--- config.mk ---
export PLATFORM = sky130hd
export DESIGN_NAME = fetch_unit_flat
export DESIGN_NICKNAME = d
export VERILOG_FILES = /design/src/rtl/fetch_unit_if.sv /design/src/rtl/fetch_unit.sv /design/src/flat_wrapper.sv
export SDC_FILE = /design/constraint.sdc
export NUM_CORES = 1
export LEC_CHECK = 0
export ABC_CLOCK_PERIOD_IN_PS = 13400
export CORE_MARGIN = 5
export CORE_UTILIZATION = 56
export DETAILED_ROUTE_END_ITERATION = 8
export PLACE_DENSITY_LB_ADDON = 0.25
export SETUP_SLACK_MARGIN = 0.3
export SLEW_MARGIN = 0
export SYNTH_ARGS = -nofsm -noshare
export SYNTH_HDL_FRONTEND = slang
export SYNTH_SLANG_ARGS = --single-unit
export TNS_END_PERCENT = 10
--- constraint.sdc ---
create_clock -name clk -period 13.4 [get_ports clk]
set_input_delay 1.34 -clock clk [delete_from_list [all_inputs] [get_ports clk]]
set_output_delay 1.34 -clock clk [all_outputs]
set_load 0.02 [all_outputs]
--- src/rtl/fetch_unit_if.sv ---
// Fetch-stage bus bundle: instruction memory port, decode handshake and
// redirect/halt control from decode, plus the stop status flags.
interface fetch_unit_if;
    // Instruction memory request/response
    logic        imem_req;
    logic [31:0] imem_addr;
    logic        imem_ready;
    logic        imem_rvalid;
    logic [31:0] imem_rdata;

    // Control from decode
    logic        redirect;
    logic [31:0] redirect_pc;
    logic        halt;

    // Delivery to decode
    logic        out_valid;
    logic        out_ready;
    logic [31:0] instruction;
    logic [31:0] pc;

    // Stop status
    logic        halted;
    logic        fault;

    modport master (
        output imem_req,
        output imem_addr,
        input  imem_ready,
        input  imem_rvalid,
        input  imem_rdata,
        input  redirect,
        input  redirect_pc,
        input  halt,
        output out_valid,
        input  out_ready,
        output instruction,
        output pc,
        output halted,
        output fault
    );

    modport slave (
        input  imem_req,
        input  imem_addr,
        output imem_ready,
        output imem_rvalid,
        output imem_rdata,
        output redirect,
        output redirect_pc,
        output halt,
        input  out_valid,
        output out_ready,
        input  instruction,
        input  pc,
        input  halted,
        input  fault
    );
endinterface

--- src/rtl/fetch_unit.sv ---
// Instruction fetch stage: holds the PC, keeps up to FIFO_DEPTH word reads in
// flight, buffers returned words with their PCs and hands them to decode.
// Redirects flush buffered and in-flight fetches; halt or a misaligned
// redirect stops fetching until reset.
module fetch_unit #(
    parameter logic [31:0] RESET_PC   = 32'h0000_0000,
    parameter int unsigned FIFO_DEPTH = 2
) (
    input  logic         clk,
    input  logic         rst,
    fetch_unit_if.master bus
);

    localparam int unsigned PTR_W = (FIFO_DEPTH > 1) ? $clog2(FIFO_DEPTH) : 1;
    localparam int unsigned CNT_W = PTR_W + 1;
    localparam int unsigned SUM_W = CNT_W + 1;

    typedef enum logic {
        ST_RUN    = 1'b0,
        ST_HALTED = 1'b1
    } state_e;

    state_e             state_q, state_d;
    logic [31:0]        pc_q, pc_d;
    logic [CNT_W-1:0]   outstanding_q, outstanding_d;
    logic [CNT_W-1:0]   drop_cnt_q, drop_cnt_d;
    logic [CNT_W-1:0]   count_q, count_d;
    logic [PTR_W-1:0]   rd_ptr_q, rd_ptr_d;
    logic [PTR_W-1:0]   wr_ptr_q, wr_ptr_d;
    logic [PTR_W-1:0]   aq_rd_ptr_q, aq_rd_ptr_d;
    logic [PTR_W-1:0]   aq_wr_ptr_q, aq_wr_ptr_d;
    logic               halted_q, halted_d;
    logic               fault_q, fault_d;

    // Instruction buffer (word + PC) and the PCs of in-flight requests
    logic [31:0]        fifo_instr_q [FIFO_DEPTH];
    logic [31:0]        fifo_pc_q    [FIFO_DEPTH];
    logic [31:0]        aq_pc_q      [FIFO_DEPTH];

    logic               active_c;
    logic               out_valid_c;
    logic               pop_c;
    logic [SUM_W-1:0]   inflight_c;
    logic               imem_req_c;
    logic               accept_c;
    logic               halt_c;
    logic               redir_c;
    logic               misalign_c;
    logic               rsp_c;
    logic               push_c;

    // Per-cycle qualifiers: issue, accept, response, push/pop, stop events.
    always_comb begin
        active_c    = (state_q == ST_RUN) && !rst;
        out_valid_c = active_c && (count_q != '0) && !bus.redirect;
        pop_c       = out_valid_c && bus.out_ready;
        // Buffered plus in-flight words bound the request window.
        inflight_c  = SUM_W'(outstanding_q) + SUM_W'(count_q) - SUM_W'(pop_c);
        imem_req_c  = active_c && !bus.redirect && !bus.halt &&
                      (inflight_c < SUM_W'(FIFO_DEPTH));
        accept_c    = imem_req_c && bus.imem_ready;
        halt_c      = active_c && bus.halt;
        redir_c     = active_c && bus.redirect && !bus.halt;
        misalign_c  = redir_c && (bus.redirect_pc[1:0] != 2'b00);
        // A response with nothing outstanding is a protocol error and is ignored.
        rsp_c       = bus.imem_rvalid && (outstanding_q != '0);
        push_c      = rsp_c && (drop_cnt_q == '0) && active_c &&
                      !bus.redirect && !bus.halt;
    end

    // Next-state: FSM, PC, request accounting and buffer pointers.
    always_comb begin
        state_d       = state_q;
        pc_d          = pc_q;
        outstanding_d = outstanding_q;
        drop_cnt_d    = drop_cnt_q;
        count_d       = count_q;
        rd_ptr_d      = rd_ptr_q;
        wr_ptr_d      = wr_ptr_q;
        aq_rd_ptr_d   = aq_rd_ptr_q;
        aq_wr_ptr_d   = aq_wr_ptr_q;
        halted_d      = halted_q;
        fault_d       = fault_q;

        if (accept_c) begin
            pc_d        = pc_q + 32'd4;
            aq_wr_ptr_d = aq_wr_ptr_q + PTR_W'(1);
        end

        if (rsp_c) begin
            aq_rd_ptr_d = aq_rd_ptr_q + PTR_W'(1);
            if (drop_cnt_q != '0) begin
                drop_cnt_d = drop_cnt_q - CNT_W'(1);
            end
        end
        outstanding_d = outstanding_q + CNT_W'(accept_c) - CNT_W'(rsp_c);

        if (push_c) begin
            wr_ptr_d = wr_ptr_q + PTR_W'(1);
        end
        if (pop_c) begin
            rd_ptr_d = rd_ptr_q + PTR_W'(1);
        end
        count_d = count_q + CNT_W'(push_c) - CNT_W'(pop_c);

        unique case (state_q)
            ST_RUN: begin
                if (halt_c || redir_c) begin
                    // Any stop or redirect discards the buffered words.
                    count_d  = '0;
                    rd_ptr_d = '0;
                    wr_ptr_d = '0;
                end
                if (halt_c) begin
                    state_d  = ST_HALTED;
                    halted_d = 1'b1;
                end else if (misalign_c) begin
                    state_d  = ST_HALTED;
                    halted_d = 1'b1;
                    fault_d  = 1'b1;
                end else if (redir_c) begin
                    // Everything still in flight belongs to the old path.
                    pc_d       = bus.redirect_pc;
                    drop_cnt_d = outstanding_q - CNT_W'(rsp_c);
                end
            end
            ST_HALTED: begin
                // Only reset leaves; late responses are absorbed by rsp_c.
                state_d = ST_HALTED;
            end
            default: state_d = ST_HALTED;
        endcase
    end

    // Control state registers with synchronous reset.
    always_ff @(posedge clk) begin
        if (rst) begin
            state_q       <= ST_RUN;
            pc_q          <= RESET_PC;
            outstanding_q <= '0;
            drop_cnt_q    <= '0;
            count_q       <= '0;
            rd_ptr_q      <= '0;
            wr_ptr_q      <= '0;
            aq_rd_ptr_q   <= '0;
            aq_wr_ptr_q   <= '0;
            halted_q      <= 1'b0;
            fault_q       <= 1'b0;
        end else begin
            state_q       <= state_d;
            pc_q          <= pc_d;
            outstanding_q <= outstanding_d;
            drop_cnt_q    <= drop_cnt_d;
            count_q       <= count_d;
            rd_ptr_q      <= rd_ptr_d;
            wr_ptr_q      <= wr_ptr_d;
            aq_rd_ptr_q   <= aq_rd_ptr_d;
            aq_wr_ptr_q   <= aq_wr_ptr_d;
            halted_q      <= halted_d;
            fault_q       <= fault_d;
        end
    end

    // Storage arrays: contents are only meaningful behind the valid pointers.
    always_ff @(posedge clk) begin
        if (accept_c) begin
            aq_pc_q[aq_wr_ptr_q] <= pc_q;
        end
        if (push_c) begin
            fifo_instr_q[wr_ptr_q] <= bus.imem_rdata;
            fifo_pc_q[wr_ptr_q]    <= aq_pc_q[aq_rd_ptr_q];
        end
    end

    // Output drive.
    always_comb begin
        bus.imem_req    = imem_req_c;
        bus.imem_addr   = pc_q;
        bus.out_valid   = out_valid_c;
        bus.instruction = fifo_instr_q[rd_ptr_q];
        bus.pc          = fifo_pc_q[rd_ptr_q];
        bus.halted      = halted_q;
        bus.fault       = fault_q;
    end

endmodule

--- src/flat_wrapper.sv ---
// flat-port wrapper written by rule: the top's interface ports become plain ports
module fetch_unit_flat 
#(
    parameter logic [31:0] RESET_PC   = 32'h0000_0000,
    parameter int unsigned FIFO_DEPTH = 2
)
  (clk, rst, bus_imem_req, bus_imem_addr, bus_imem_ready, bus_imem_rvalid, bus_imem_rdata, bus_redirect, bus_redirect_pc, bus_halt, bus_out_valid, bus_out_ready, bus_instruction, bus_pc, bus_halted, bus_fault);
  fetch_unit_if bus_i ();
  input  logic clk;
  input  logic rst;
  output wire logic [$bits(bus_i.imem_req)-1:0] bus_imem_req;
  output wire logic [$bits(bus_i.imem_addr)-1:0] bus_imem_addr;
  input wire logic [$bits(bus_i.imem_ready)-1:0] bus_imem_ready;
  input wire logic [$bits(bus_i.imem_rvalid)-1:0] bus_imem_rvalid;
  input wire logic [$bits(bus_i.imem_rdata)-1:0] bus_imem_rdata;
  input wire logic [$bits(bus_i.redirect)-1:0] bus_redirect;
  input wire logic [$bits(bus_i.redirect_pc)-1:0] bus_redirect_pc;
  input wire logic [$bits(bus_i.halt)-1:0] bus_halt;
  output wire logic [$bits(bus_i.out_valid)-1:0] bus_out_valid;
  input wire logic [$bits(bus_i.out_ready)-1:0] bus_out_ready;
  output wire logic [$bits(bus_i.instruction)-1:0] bus_instruction;
  output wire logic [$bits(bus_i.pc)-1:0] bus_pc;
  output wire logic [$bits(bus_i.halted)-1:0] bus_halted;
  output wire logic [$bits(bus_i.fault)-1:0] bus_fault;
  assign bus_imem_req = bus_i.imem_req;
  assign bus_imem_addr = bus_i.imem_addr;
  assign bus_i.imem_ready = bus_imem_ready;
  assign bus_i.imem_rvalid = bus_imem_rvalid;
  assign bus_i.imem_rdata = bus_imem_rdata;
  assign bus_i.redirect = bus_redirect;
  assign bus_i.redirect_pc = bus_redirect_pc;
  assign bus_i.halt = bus_halt;
  assign bus_out_valid = bus_i.out_valid;
  assign bus_i.out_ready = bus_out_ready;
  assign bus_instruction = bus_i.instruction;
  assign bus_pc = bus_i.pc;
  assign bus_halted = bus_i.halted;
  assign bus_fault = bus_i.fault;
  fetch_unit #(.RESET_PC(RESET_PC), .FIFO_DEPTH(FIFO_DEPTH)) u_core (.clk(clk), .rst(rst), .bus(bus_i));
endmodule
Yosys cells after proc, flatten, opt, wreduce, memory -nomap -nowiden
Memories as Yosys holds them, arrays and structs flattened. A register that Yosys moved wholly into a read port is not among the register bits.
Index checks and enable logic that the tools add are counted.
{"block": "totals", "register_bits": 45, "ram_bits": 192, "inputBits": 71, "output_inout_bits": 100, "elab_cells": 91, "mem_count": 3}
{"block": "classes", "addsub": 13, "order_cmp": 1, "muxes": 32, "n_bitwise": 2, "reduce_logical": 29}
{"memory": "u_core.aq_pc_q", "words": 2, "width": 32, "read_ports": 1, "rd_ports_with_merged_regs": 1, "wr": 1, "line_no": "fetch_unit.sv:38", "source": "logic [31:0] aq_pc_q [FIFO_DEPTH];"}
{"memory": "u_core.fifo_instr_q", "words": 2, "width": 32, "read_ports": 1, "rd_ports_with_merged_regs": 1, "wr": 1, "line_no": "fetch_unit.sv:36", "source": "logic [31:0] fifo_instr_q [FIFO_DEPTH];"}
{"memory": "u_core.fifo_pc_q", "words": 2, "width": 32, "read_ports": 1, "rd_ports_with_merged_regs": 1, "wr": 1, "line_no": "fetch_unit.sv:37", "source": "logic [31:0] fifo_pc_q [FIFO_DEPTH];"}
{"op": "32-bit two-way mux", "count": 5}
{"op": "32-bit by 3-bit adder with 32-bit output (second input constant)", "count": 1}
{"op": "1-bit two-way mux", "count": 18}
{"op": "1-bit logical AND", "count": 17}
{"op": "2-bit two-way mux", "count": 8}
{"op": "2-bit nonzero test", "count": 5}
{"op": "2-bit by 1-bit subtractor with 2-bit output", "count": 3}
{"op": "1-bit adder (second input constant)", "count": 4}
{"op": "2-bit by 1-bit adder with 2-bit output", "count": 2}
{"op": "2-bit by 2-bit adder with 3-bit output", "count": 1}
{"op": "1-bit zero test", "count": 3}
{"op": "3-bit by 2-bit less-than comparator with 1-bit output (second input constant)", "count": 1}
{"op": "3-bit AND reduction", "count": 1}
{"op": "3-bit by 1-bit subtractor with 3-bit output", "count": 1}
{"op": "2-bit zero test", "count": 1}
{"op": "1-bit NOT", "count": 2}
{"op": "1-bit case mux with 2 select lines", "count": 1}
{"op": "2-bit AND reduction", "count": 1}
{"op": "2-bit by 1-bit subtractor with 2-bit output (second input constant)", "count": 1}
{"op": "1-bit logical OR", "count": 1}

Depth between registers and ports, before layout
{"block": "depth", "ltp_word": 14, "depth_mapped": 12, "depth_no_buf": 12}

Worst setup path before layout
Ideal clock, no wire load.
{"block": "synth_path", "path_kind": "input-to-reg", "startpoint": "in rst", "endpoint": "mem u_core.aq_pc_q[0][0] (enable)", "setup_time_ns": 0.421, "arrival_ns": 6.026, "required_ns": 12.979, "slack_ns": 6.952, "stages": 11, "n_path_buf": 1, "path_cell_list": "clkbuf_1 -> a2111oi_0 -> and2_1 -> ha_1 -> nand2b_1 -> fa_1 -> xor2_1 -> nand3_2 -> inv_2 -> nand2_2 -> nor2_1"}
{"block": "synth_via", "elab_chain_len": 11, "elab_cells_between_ends": 13, "classes_between": "add/sub: 1; order compare: 1; mux: 2; reduce/logical: 9"}
{"element": "start, declared", "line_no": "flat_wrapper.sv:10", "source": "input logic rst;"}
{"element": "1-bit zero test", "line_no": "fetch_unit.sv:54", "source": "active_c = (state_q == ST_RUN) && !rst;"}
{"element": "1-bit logical AND", "line_no": "fetch_unit.sv:54"}
{"element": "1-bit logical AND (2 in a row)", "line_no": "fetch_unit.sv:55", "source": "out_valid_c = active_c && (count_q != '0) && !bus.redirect;"}
{"element": "via bus_out_valid", "line_no": "flat_wrapper.sv:19", "source": "output wire logic [$bits(bus_i.out_valid)-1:0] bus_out_valid;"}
{"element": "1-bit logical AND", "line_no": "fetch_unit.sv:56", "source": "pop_c = out_valid_c && bus.out_ready;"}
{"element": "3-bit by 1-bit subtractor with 3-bit output", "line_no": "fetch_unit.sv:58", "source": "inflight_c = SUM_W'(outstanding_q) + SUM_W'(count_q) - SUM_W'(pop_c);"}
{"element": "3-bit by 2-bit less-than comparator with 1-bit output", "line_no": "fetch_unit.sv:60", "source": "(inflight_c < SUM_W'(FIFO_DEPTH));"}
{"element": "1-bit logical AND", "line_no": "fetch_unit.sv:59", "source": "imem_req_c = active_c && !bus.redirect && !bus.halt &&"}
{"element": "via bus_imem_req", "line_no": "flat_wrapper.sv:11", "source": "output wire logic [$bits(bus_i.imem_req)-1:0] bus_imem_req;"}
{"element": "1-bit logical AND", "line_no": "fetch_unit.sv:61", "source": "accept_c = imem_req_c && bus.imem_ready;"}
{"element": "1-bit two-way mux", "line_no": "fetch_unit.sv:166", "source": "if (accept_c) begin"}
{"element": "1-bit two-way mux (implied by the code)", "line_no": "fetch_unit.sv:167", "source": "aq_pc_q[aq_wr_ptr_q] <= pc_q;"}
{"element": "end, declared", "line_no": "fetch_unit.sv:38"}
The timed path passes the listed nets, and every way through them passes these cells.

Worst setup path after layout
{"block": "layout_path", "startpoint": "in bus_redirect", "endpoint": "out bus_imem_req"}
{"block": "layout_via", "elab_chain_len": 6, "elab_cells_between_ends": 8, "classes_between": "add/sub: 1; order compare: 1; reduce/logical: 6"}
{"element": "start, declared", "line_no": "flat_wrapper.sv:16", "source": "input wire logic [$bits(bus_i.redirect)-1:0] bus_redirect;"}
{"element": "1-bit zero test *", "line_no": "fetch_unit.sv:55, fetch_unit.sv:59"}
{"element": "1-bit logical AND", "line_no": "fetch_unit.sv:55"}
{"element": "1-bit logical AND", "line_no": "fetch_unit.sv:56"}
{"element": "3-bit by 1-bit subtractor with 3-bit output", "line_no": "fetch_unit.sv:58"}
{"element": "3-bit by 2-bit less-than comparator with 1-bit output", "line_no": "fetch_unit.sv:60"}
{"element": "1-bit logical AND *", "line_no": "fetch_unit.sv:59"}
{"element": "end, declared", "line_no": "flat_wrapper.sv:11"}
Every way passes the cells marked *; elsewhere a longest branch is shown, timed or not.

==> flow_metrics.py <==
metrics = {
    "run_status": {
        "result_of_the_run": "complete, no violations",
    },
    "synth": {
        "synthesis.area_um2": 9395,
        "synth_fp_nets": 668,
        "synthesized_flop_and_latch_total": 238,
        "synthesis.instances": 588,
        "synth_enable_flop_cells": 192,
        "synth-main-ff-cell": "sky130_fd_sc_hd__edfxtp_1",
        "synthesis_warning_total": 0,
        "yosysUniqueCellTypes": 47,
        "postSynth.asyncResetShare_pct": 0,
        "yosysSeqAreaShare_pct": 71.17,
        "post_synth.cell_area_avg_um2": 15.98,
    },
    "place": {
        "place.gp.congestion": 0.8447,
        "io_buffers": 170,
        "placed_cells": 953,
        "place_hpwl_um": 11990,
        "post_place_setup_slack_ps": 7185,
    },
    "pwr": {
        "vdd.ir_drop.worst_v": 0.00008192,
        "p_comb_share_pct": 9.5,
        "p_sw_mw": 0.3381,
        "power.density_nw_per_um2": 134.1,
        "internal-power_mw": 1.278,
        "power.switching_fraction_pct": 20.92,
        "power.share.clock_pct": 39.0,
        "power.leakage_nw": 3.942,
        "sequentialPowerShare_pct": 51.5,
    },
    "clock_tree": {
        "clk-insertion-delay-late_ps": 490,
        "clock_tree_buf_depth": 3,
        "number_of_instances_resized_during_post_cts_repair": 0,
        "cts.hold.buffers_added": 0,
        "tritoncts": "yes",
        "cts_root_buf": "sky130_fd_sc_hd__clkbuf_16",
        "post_cts_buffers": 0,
        "cts.sinks": 238,
        "cts.clk_slew.worst_paths_ps": 60,
        "cts_made_buffers": 23,
        "htreeDepth": 1,
    },
    "timing": {
        "finalSetupTns_ps": 0,
        "worst_slew_pin_slew_ps": 1122,
        "finalWorstPathRequiredPeriod_ps": 6268,
        "maxSlewViolCount": 0,
        "timing.clock.skew_ps": 9.424,
        "max_clock_freq_mhz": 159.6,
        "hold_viol": 0,
        "finalSetupViolations": 0,
        "fin_hold_ws_ps": 502.3,
        "slew_headroom_pct": 24.14,
        "layout_worst_path_cycle_share_pct": 46.77,
        "rsz0062_at_grt": "false",
        "setup_slack_ps": 7132,
    },
    "global_routing": {
        "globalRouteTotalUtil_pct": 18.83,
        "gr-total-overflow": 0,
        "grt_start_max_net_pins": 66,
        "antenna_found_initial": 0,
        "grt_first_pass_wirelength_um": 29550,
        "grt_pass1_vias": 5621,
    },
    "worst_setup_path": {
        "data_arrival_time_of_the_critical_path_ps": 4930,
        "critical_path_peak_fanout": 8,
        "critPathCaptureType": "primary output",
        "criticalPathCategory": "in2out",
        "crit_path_start_kind": "input port",
        "critical_path_required_ps": 12060,
    },
    "finish": {
        "final.fill_count": 1074,
        "layout-drive-gt1-share_pct": 19.66,
        "final_common_cell": "sky130_fd_sc_hd__edfxtp_1",
        "area.growth.synth_to_final_pct": 28.30,
        "layoutNonFillerInstCount": 993,
        "layout.nets": 838,
        "antenna_cells": 0,
        "commonest_cells_after_routing_fill_and_taps_aside": "sky130_fd_sc_hd__edfxtp_1, sky130_fd_sc_hd__clkdlybuf4s50_1, sky130_fd_sc_hd__mux2_2, sky130_fd_sc_hd__dfxtp_1, sky130_fd_sc_hd__nor2_1",
    },
    "route": {
        "drt-wirelength-per-cell_um": 18.79,
        "drtAntennaViolNets": 0,
        "drt_wl_total_um": 18650,
        "drt_first_iter_violations": 298,
        "viasPerCell": 5.474,
        "detailroute.via_count": 5436,
        "drc_violations": 0,
        "drt-pass1-iter-count": 5,
    },
    "floorplan": {
        "floorplan.core_area_um2": 16520,
        "floorplan.initialDensity_pct": 56.86,
        "die_height_um": 139.5,
        "dieWidth_um": 139.5,
        "top_level_ports": 171,
        "num_rows": 47,
        "die_area_um2": 19470,
    },
    "hold_path": {
        "min-delay-path-class": "reg2reg",
    },
    "job": {
        "max-cap-violations": 0,
    },
}
-- cells by family (layout without fill, tap and decap cells) --
logic type               Yosys count  in the layout  synth area share [%]
AO/OA/AOI/OAI                     48             48                 3.729
XOR/XNOR                          34             34                 3.170
adder cells (fa/ha/maj)            9              9                 1.279
buffers and inverters             39            224                 1.625
flip-flops                       238            238                 71.17
multiplexers                      96             96                 11.51
AND/OR/NAND/NOR                  124            124                 7.524
-- area by class of cell --
type | instances | area (um^2) | share of cell area [%]
Inverter | 12 | 45.04 | 0.3737
Clock buffer | 35 | 660.6 | 5.481
Timing Repair Buffer | 172 | 1712 | 14.20
Sequential cell | 238 | 6690 | 55.50
Clock inverter | 5 | 77.57 | 0.6436
Tap cell | 220 | 275.3 | 2.284
Multi-Input combinational cell | 311 | 2594 | 21.52
-- worst paths after layout --
kind                          start               endpoint  slack [ps]  cells past startpoint
setup / recovery       bus_redirect           bus_imem_req        7130                     10
hold / removal     u_core.bus.fault       u_core.bus.fault         500                      2
setup reg to reg  u_core.count_q[1]  u_core.aq_pc_q[0][25]        9230                     11
hold reg to reg    u_core.bus.fault       u_core.bus.fault         500                      2
-- stage by stage --
| step | power [mW] | utilization (%) | instance area (um^2) |
|---|---|---|---|
| after floorplan | 0.9457 | - | 9395 |
| final | 1.616 | 72.95 | 12050 |
| after global placement | 0.9959 | 68.48 | 11320 |
| after CTS | 1.628 | 72.95 | 12050 |
| after global routing | 1.673 | 72.95 | 12050 |
| after detailed placement | 1.002 | 68.48 | 11320 |
-- metal layers --
layer,global-route usage (%),vias up,part of all wire (%)
met5,0,-,0
met4,5.458,0,2.0
met3,4.357,28,7.1
met2,32.34,182,49
met1,24.09,2653,41
li1,-,2573,-
-- flip-flops by register name, indices dropped and copies added (netlist names), 2 cells and up, named ones only --
register              count
u_core.drop_cnt_q         2
u_core.outstanding_q      2
u_core.fifo_instr_q      64
u_core.count_q            2
u_core.fifo_pc_q         64
u_core.aq_pc_q           64
u_core.bus.imem_addr     32
-- power groups by stage --
stage	combinational [mW]	sequential, mW	clock [mW]
after floorplan	0.0965	0.849	0
after global placement	0.148	0.848	0
after detailed placement	0.153	0.849	0
after CTS	0.155	0.833	0.640
after global routing	0.166	0.834	0.672
final	0.153	0.833	0.630
-- synth_stat cells (2+ instances only) --
library cell / instances / area [um^2]
sky130_fd_sc_hd__xnor2_1: 19 / 166.4
sky130_fd_sc_hd__a311oi_1: 3 / 26.28
sky130_fd_sc_hd__o31ai_1: 2 / 15.01
sky130_fd_sc_hd__nor4_2: 5 / 62.56
sky130_fd_sc_hd__mux2_2: 96 / 1081
sky130_fd_sc_hd__nor4_1: 3 / 18.77
sky130_fd_sc_hd__nand4_1: 9 / 56.30
sky130_fd_sc_hd__and4_1: 3 / 26.28
sky130_fd_sc_hd__ha_1: 8 / 100.1
sky130_fd_sc_hd__xor2_1: 15 / 131.4
sky130_fd_sc_hd__buf_2: 2 / 10.01
sky130_fd_sc_hd__edfxtp_1: 192 / 5766
sky130_fd_sc_hd__nand3_1: 13 / 65.06
sky130_fd_sc_hd__o21ai_0: 5 / 25.02
sky130_fd_sc_hd__inv_1: 11 / 41.29
sky130_fd_sc_hd__a211oi_2: 2 / 25.02
sky130_fd_sc_hd__dfxtp_1: 46 / 920.9
sky130_fd_sc_hd__nand4_2: 2 / 25.02
sky130_fd_sc_hd__a31oi_1: 2 / 12.51
sky130_fd_sc_hd__nor2_1: 44 / 165.2
sky130_fd_sc_hd__and2_1: 4 / 25.02
sky130_fd_sc_hd__a211oi_1: 25 / 187.7
sky130_fd_sc_hd__buf_1: 5 / 18.77
sky130_fd_sc_hd__clkbuf_1: 19 / 71.32
sky130_fd_sc_hd__nor3b_1: 3 / 22.52
sky130_fd_sc_hd__nand2_1: 12 / 45.04
sky130_fd_sc_hd__nor3_1: 9 / 45.04
sky130_fd_sc_hd__or3_1: 3 / 18.77
sky130_fd_sc_hd__a21oi_1: 4 / 20.02
sky130_fd_sc_hd__and3_1: 5 / 31.28
-- worst max-delay path, stage by stage --
cell                              delay [ps]
sky130_fd_sc_hd__clkdlybuf4s50_1         570
sky130_fd_sc_hd__a2111oi_0               520
sky130_fd_sc_hd__and2_1                  280
sky130_fd_sc_hd__ha_1                    250
sky130_fd_sc_hd__nand2b_1                160
sky130_fd_sc_hd__fa_1                    380
sky130_fd_sc_hd__xor2_1                  390
sky130_fd_sc_hd__nand3_2                 210
sky130_fd_sc_hd__inv_2                   180
sky130_fd_sc_hd__clkdlybuf4s50_1         630
Power figures use the tool's default switching activity.
